File: config.mk
export PLATFORM = sky130hd
export DESIGN_NAME = exp_req_ctrl
export DESIGN_NICKNAME = d
export VERILOG_FILES = /design/src/rtl/exp_req_ctrl.sv
export SDC_FILE = /design/constraint.sdc
export NUM_CORES = 1
export LEC_CHECK = 0
export ABC_AREA = 1
export ABC_CLOCK_PERIOD_IN_PS = 1800
export BUFFER_PORTS_ARGS = -buffer_cell sky130_fd_sc_hd__buf_4
export CORE_MARGIN = 5
export CORE_UTILIZATION = 53
export CTS_CLUSTER_SIZE = 14
export DETAILED_ROUTE_END_ITERATION = 10
export PLACE_DENSITY = 0.75
export RECOVER_POWER = 100
export REMOVE_ABC_BUFFERS = 1
export SLEW_MARGIN = 5
export SYNTH_ARGS = -nofsm -noshare
export SYNTH_HDL_FRONTEND = slang
export SYNTH_SLANG_ARGS = --single-unit
File: constraint.sdc
create_clock -name clk -period 1.8 [get_ports clk]
set_clock_uncertainty 0.2 [all_clocks]
set_input_delay 0.18 -clock clk [delete_from_list [all_inputs] [get_ports clk]]
set_output_delay 0.18 -clock clk [all_outputs]
set_load 0.005 [all_outputs]
File: src/rtl/exp_req_ctrl.sv
// Exception request controller in front of CP0: synchronizes raw lines, keeps sticky pending
// flags, presents one fixed-priority request at a time. Optional timer source: EXP_TIMER_EN.
module exp_req_ctrl #(
  parameter int NSRC = 3
) (
  input  logic            clk,
  input  logic            rst,
  input  logic [NSRC-1:0] irq_in,
  input  logic [NSRC-1:0] block_mask,
  input  logic            exp_ack,
  input  logic            eret,
`ifdef EXP_TIMER_EN
  input  logic            tmr_we,
  input  logic [31:0]     tmr_din,
  output logic [31:0]     tmr_cnt,
`endif
  output logic [NSRC-1:0] exp_src,
  output logic [1:0]      cause,
  output logic            in_service,
  output logic [NSRC-1:0] pending
);

  typedef enum logic [1:0] {IDLE, REQ, SERVICE} state_t;

  state_t          state, state_nxt;
  logic [NSRC-1:0] sync1, sync2, prev;
  logic [NSRC-1:0] elig, set_vec, clr_vec, tmr_set, exp_src_nxt;
  logic [1:0]      winner, win_idx;
  logic            win_vld, win_load, ack_take;

  assign elig    = pending & ~block_mask;
  assign set_vec = (sync2 & ~prev) | tmr_set;
  assign clr_vec = ack_take ? ({{(NSRC-1){1'b0}}, 1'b1} << winner) : '0;

  // Lowest eligible index wins.
  always_comb begin
    win_idx = '0;
    win_vld = 1'b0;
    for (int i = NSRC - 1; i >= 0; i--) begin
      if (elig[i]) begin
        win_idx = 2'(i);
        win_vld = 1'b1;
      end
    end
  end

  always_ff @(posedge clk or posedge rst) begin
    if (rst) state <= IDLE;
    else     state <= state_nxt;
  end

  always_comb begin
    state_nxt = state;
    case (state)
      IDLE:    if (win_vld) state_nxt = REQ;
      REQ: begin
        if (exp_ack)                 state_nxt = SERVICE;
        else if (block_mask[winner]) state_nxt = IDLE;
      end
      SERVICE: if (eret) state_nxt = IDLE;
      default: state_nxt = IDLE;
    endcase
  end

  // Handshake: exp_src stays valid and stable in REQ until the exp_ack edge or a withdraw;
  // an ack in the same cycle as a withdraw is honoured.
  always_comb begin
    exp_src_nxt = '0;
    win_load    = 1'b0;
    ack_take    = 1'b0;
    case (state)
      IDLE: begin
        if (win_vld) begin
          exp_src_nxt = {{(NSRC-1){1'b0}}, 1'b1} << win_idx;
          win_load    = 1'b1;
        end
      end
      REQ: begin
        ack_take = exp_ack;
        if (!exp_ack && !block_mask[winner]) exp_src_nxt = exp_src;
      end
      default: ;
    endcase
  end

  always_ff @(posedge clk or posedge rst) begin
    if (rst) begin
      sync1      <= '0;
      sync2      <= '0;
      prev       <= '0;
      pending    <= '0;
      exp_src    <= '0;
      winner     <= '0;
      cause      <= '0;
      in_service <= 1'b0;
    end else begin
      sync1      <= irq_in;
      sync2      <= sync1;
      prev       <= sync2;
      pending    <= (pending & ~clr_vec) | set_vec;
      exp_src    <= exp_src_nxt;
      in_service <= (state_nxt == SERVICE);
      if (win_load) winner <= win_idx;
      if (ack_take) cause  <= winner;
    end
  end

`ifdef EXP_TIMER_EN
  logic [31:0] tmr_reload;
  logic        tmr_evt;

  // The 1->0 step fires the event and reloads in place, so a periodic count never shows 0.
  assign tmr_evt = !tmr_we && (tmr_cnt == 32'd1);
  assign tmr_set = {{(NSRC-1){1'b0}}, tmr_evt};

  always_ff @(posedge clk or posedge rst) begin
    if (rst) begin
      tmr_cnt    <= '0;
      tmr_reload <= '0;
    end else if (tmr_we) begin
      tmr_cnt    <= tmr_din;
      tmr_reload <= tmr_din;
    end else if (tmr_evt) begin
      tmr_cnt    <= tmr_reload;
    end else if (tmr_cnt != 32'd0) begin
      tmr_cnt    <= tmr_cnt - 32'd1;
    end
  end
`else
  assign tmr_set = '0;
`endif

endmodule

# After elaboration in Yosys (flattened, before gate mapping)
# Cells that the tools add are included.
[classes] n_addsub=0 n_mul=0 n_div=0 order_cmp=1 n_eq_ne=4 shift=2 n_mux=20 n_bitwise=7 n_reduce_logical=4
[ops] operator="$mux 2" n=7
[ops] operator="$and 3x3->3" n=3
[ops] operator="$mux 3" n=3
[ops] operator="$not 3->3" n=3
[ops] operator="$mux 1" n=7
[ops] operator="$pmux 2 s3" n=1
[ops] operator="$pmux 3 s2" n=1
[ops] operator="$shl 1x2->3 const A" n=2
[ops] operator="$eq 2x2->1 const B" n=2
[ops] operator="$lt 2x3->1 const B" n=1
[ops] operator="$or 3x3->3" n=1
[ops] operator="$bmux 1 s2" n=1
[ops] operator="$eq 2x1->1 const B" n=1
[ops] operator="$logic_not 1->1" n=2
[ops] operator="$logic_not 2->1" n=1
[ops] operator="$ne 2x2->1 const B" n=1
[ops] operator="$logic_and 1x1->1" n=1
[totals] ff_bits=22 latch_bits=0 ramBits=0 mem_bits_ro=0 output_inout_bits=9 wordCells=47 mem_count=0

# Depth between registers and ports, before layout
[logic_depth] depth_word=8 mapped_depth=6 ltp_nobuf=6

# Worst setup path after synthesis
# Ideal clock, no wire load.
[synth_timing] kind="register -> register" startpoint="register state[1]" endpoint="register pending[0]" arrival_time_ps=884 t_required_ps=1470 slack_ps=586 path_stages_with_launch=5 period_less_slack_ps=1214 cell_sequence="dfrtp_1 -> inv_1 -> nand3_1 -> o21ai_0 -> o21ai_0"
[synth_between] elab_chain_len=6
[synth_rtl] element="from (decl)" line="25" text="state_t state, state_nxt;"
[synth_rtl] element="from (signal assigned)" line="49" text="else state <= state_nxt;"
[synth_rtl] element="$eq 2x1->1" line="71" text="case (state)"
[synth_rtl] element="$mux 1" line="71"
[synth_rtl] element="$mux 3" line="33" text="assign clr_vec = ack_take ? ({{(NSRC-1){1'b0}}, 1'b1} << winner) : '0;"
[synth_rtl] element="$not 3->3" line="100" text="pending <= (pending & ~clr_vec) | set_vec;"
[synth_rtl] element="$and 3x3->3" line="100"
[synth_rtl] element="$or 3x3->3" line="100"
[synth_rtl] element="to (signal assigned)" line="100"
[synth_rtl] element="to (decl)" line="20" text="output logic [NSRC-1:0] pending"
# Every way passes these cells.
# A chain may end at the register's enable or synchronous reset.

# Final worst setup path
[layout_timing] startpoint="register state[0]" endpoint="register exp_src[2]"
[layout_between] elab_chain_len=2 word_cells_on_any_way=4
[layout_rtl] element="$eq 2x1->1 or $logic_not 2->1 (tied branches)" line="71"
[layout_rtl] element="$pmux 3 s2 or $ne 2x2->1 (tied branches)"
[layout_rtl] element="to (signal assigned)" line="101" text="exp_src <= exp_src_nxt;"
[layout_rtl] element="to (decl)" line="17" text="output logic [NSRC-1:0] exp_src,"
# Several ways; a longest one is shown, not always the timed one.

==> qor.txt <==
status = finished, final reports clean
Mapped Avg Cell Area = 10.4 sq um
commonest non-fill, non-tap cell in the layout = dfrtp_1
CP cell instances = nor2_1 > nand3_1 > or2_1 > nand2_1
Die Y = 48.8 um
CTS Root Cell = clkbuf_4
I/O Buffers = 18
YS warnings = 0
slew margin rel. = 65.6%
CTS tree = yes
footprint of the multi-input gates = 200 sq um
RSZ-0062 raised after global routing = no
setup_tns = 0 ns
Pwr per Cell Area = 1260 mW/mm^2
Num CTS Buffers = 3
post-synth top area share = 68.9%
largest net degree at the start of global routing = 23
Synth cell types = 11
initial DRC count = 10
CTS resizes = 0
Starting Density = 54.3%
# Post-CTS Setup Buffers = 0
fin. max-slew vios = 0
CORE AREA = 0.00147 sq mm
share of layout cells above drive strength 1 = 20.8%
cell taking the most area after synthesis = dfrtp_1
final setup fails = 0
# Max-Cap Violations = 0
n_diodes = 0
clk_lat worst skew = 0.30 ns
post-DP HPWL = 1030 um
Post-DRT Antenna Nets = 0
maximum single-stage delay on the critical path = 0.44 ns
IO Count = 19
critical path's slowest cell = dfrtp_1
synth top area cells = dfrtp_1 (69%), nand2_1 (8.9%), nand3_1 (5.6%)
achievable frequency = 715 MHz
Worst EP arrival = 1.44 ns
Static Leak = 0.000550 uW
CTS Buffer Depth = 2
Startpoint Class = register
vias in the first global route = 591
cts hold-fix bufs = 7
sequential fraction of the synthesis area = 68.9%
Overflow after GRT = 0
worst-path maximum fanout = 5
clock transition at the registers of the reported paths = 0.11 ns
synthesized area = 800 sq um
antenna violations before repair = 0
sequential cell area = 551 sq um
Max rail drop VDD = 755 uV
H-tree Lvls = 1
nets = 118
GPL Wtd Cong = 0.832
Filler cells = 108
WP data required = 1.84 ns
final instance area = 0.00104 sq mm
crit path capture type = register
first-pass GRT wire length = 2700 um
Post-Syn Instances = 77
vias = 596
DRC Markers = 0
Pre-antenna DRT Iters = 4
drt wl/cell = 11.4 um
critical path class = register to register
final wirelength = 1390 um
Via density = 4.89
area grow syn2layout = 30.7%
aggregate global-route resource usage = 14.9%
Die Area = 0.00239 sq mm
Tmin final = 1.40 ns
DP Area = 962 sq um
Rows = 14
Hold Path Class = input pin to register
Clock Sink Count = 22
Die Width = 48.8 um
synthesis-stage register bit count = 22
commonest non-fill, non-tap cells in the layout = dfrtp_1 (22), nand2_1 (19), clkbuf_4 (16), inv_1 (11), nand3_1 (10)
fin crit share = 77.7%
final-report hold violation count = 0
Worst Tran Pin Value = 0.515 ns
-- cell type report --
cell class | instances | area share, %
clock buffers | 3 | 2.16
repair buffers | 26 | 20.1
inverters | 11 | 3.95
multi-input cells | 44 | 19.2
well taps | 16 | 1.92
flip-flops and latches | 22 | 52.7
-- routing by layer --
layer  wire length, um  GRT usage, %
met1               603          20.2
met2               647          20.2
met5                 0             0
met4                48          10.3
met3                89          4.59
-- path summary, 6_finish.rpt --
| kind | startpoint | end | slack (ns) | cells after the start |
|---|---|---|---|---|
| worst min-delay path | block_mask[2] | state[0] | 0.06 | 4 |
| max in group asynchronous | rst | winner[0] | 0.71 | 4 |
| worst max register to register | state[0] | exp_src[2] | 0.40 | 4 |
| worst max-delay path | state[0] | exp_src[2] | 0.40 | 4 |
| min in group asynchronous | rst | in_service | 0.34 | 4 |
| worst min register to register | sync1[2] | sync2[2] | 0.16 | 0 |
-- kinds of logic after synthesis --
kind of cell,count (synthesis),synth area share (%)
buffers and inverters,11,5.16
AND/OR/NAND/NOR,34,19.1
AO/OA/AOI/OAI,10,6.89
flip-flops,22,68.9
-- worst max-delay path: cells and delay by family (launching register included) --
kind / cells / cell delay [ns]
and+or+nand+nor: 4 / 0.71
DFF: 1 / 0.44
-- sequential cells by signal (all words and copies together), names as in the netlist --
name / count
sync2: 3
winner: 2
prev: 3
pending: 3
cause: 2
in_service: 1
state: 2
sync1: 3
exp_src: 3
-- where the power goes --
| group | total (uW) | internal [uW] | switching [uW] |
|---|---|---|---|
| clock | 207 | 78.0 | 129 |
| combinational | 405 | 186 | 219 |
| sequential | 701 | 616 | 84.5 |
| total | 1310 | 881 | 432 |
-- through the flow --
step / setup WS (ns) / utilization (%) / cells / hold WS (ns) / total power, uW
3_3_place_gp: 0.420 / 65.4 / 112 / 0.0290 / 1120
4_1_cts: 0.383 / 71.7 / 122 / 0.00723 / 1360
6_report: 0.401 / 71.0 / 122 / 0.0639 / 1310
2_1_floorplan: 0.586 / - / 77 / -0.0308 / 936
5_1_grt: 0.138 / 71.0 / 122 / 0.0830 / 1450
3_5_place_dp: 0.401 / 65.4 / 112 / 0.0333 / 1130
-- synth_stat cells, drive strengths merged --
master	n
nor2	3
inv	11
or2	1
nand2	19
o21ai	8
dfrtp	22
o31ai	2
nand4	1
nand3	10
(Power assumes the default switching activity.)
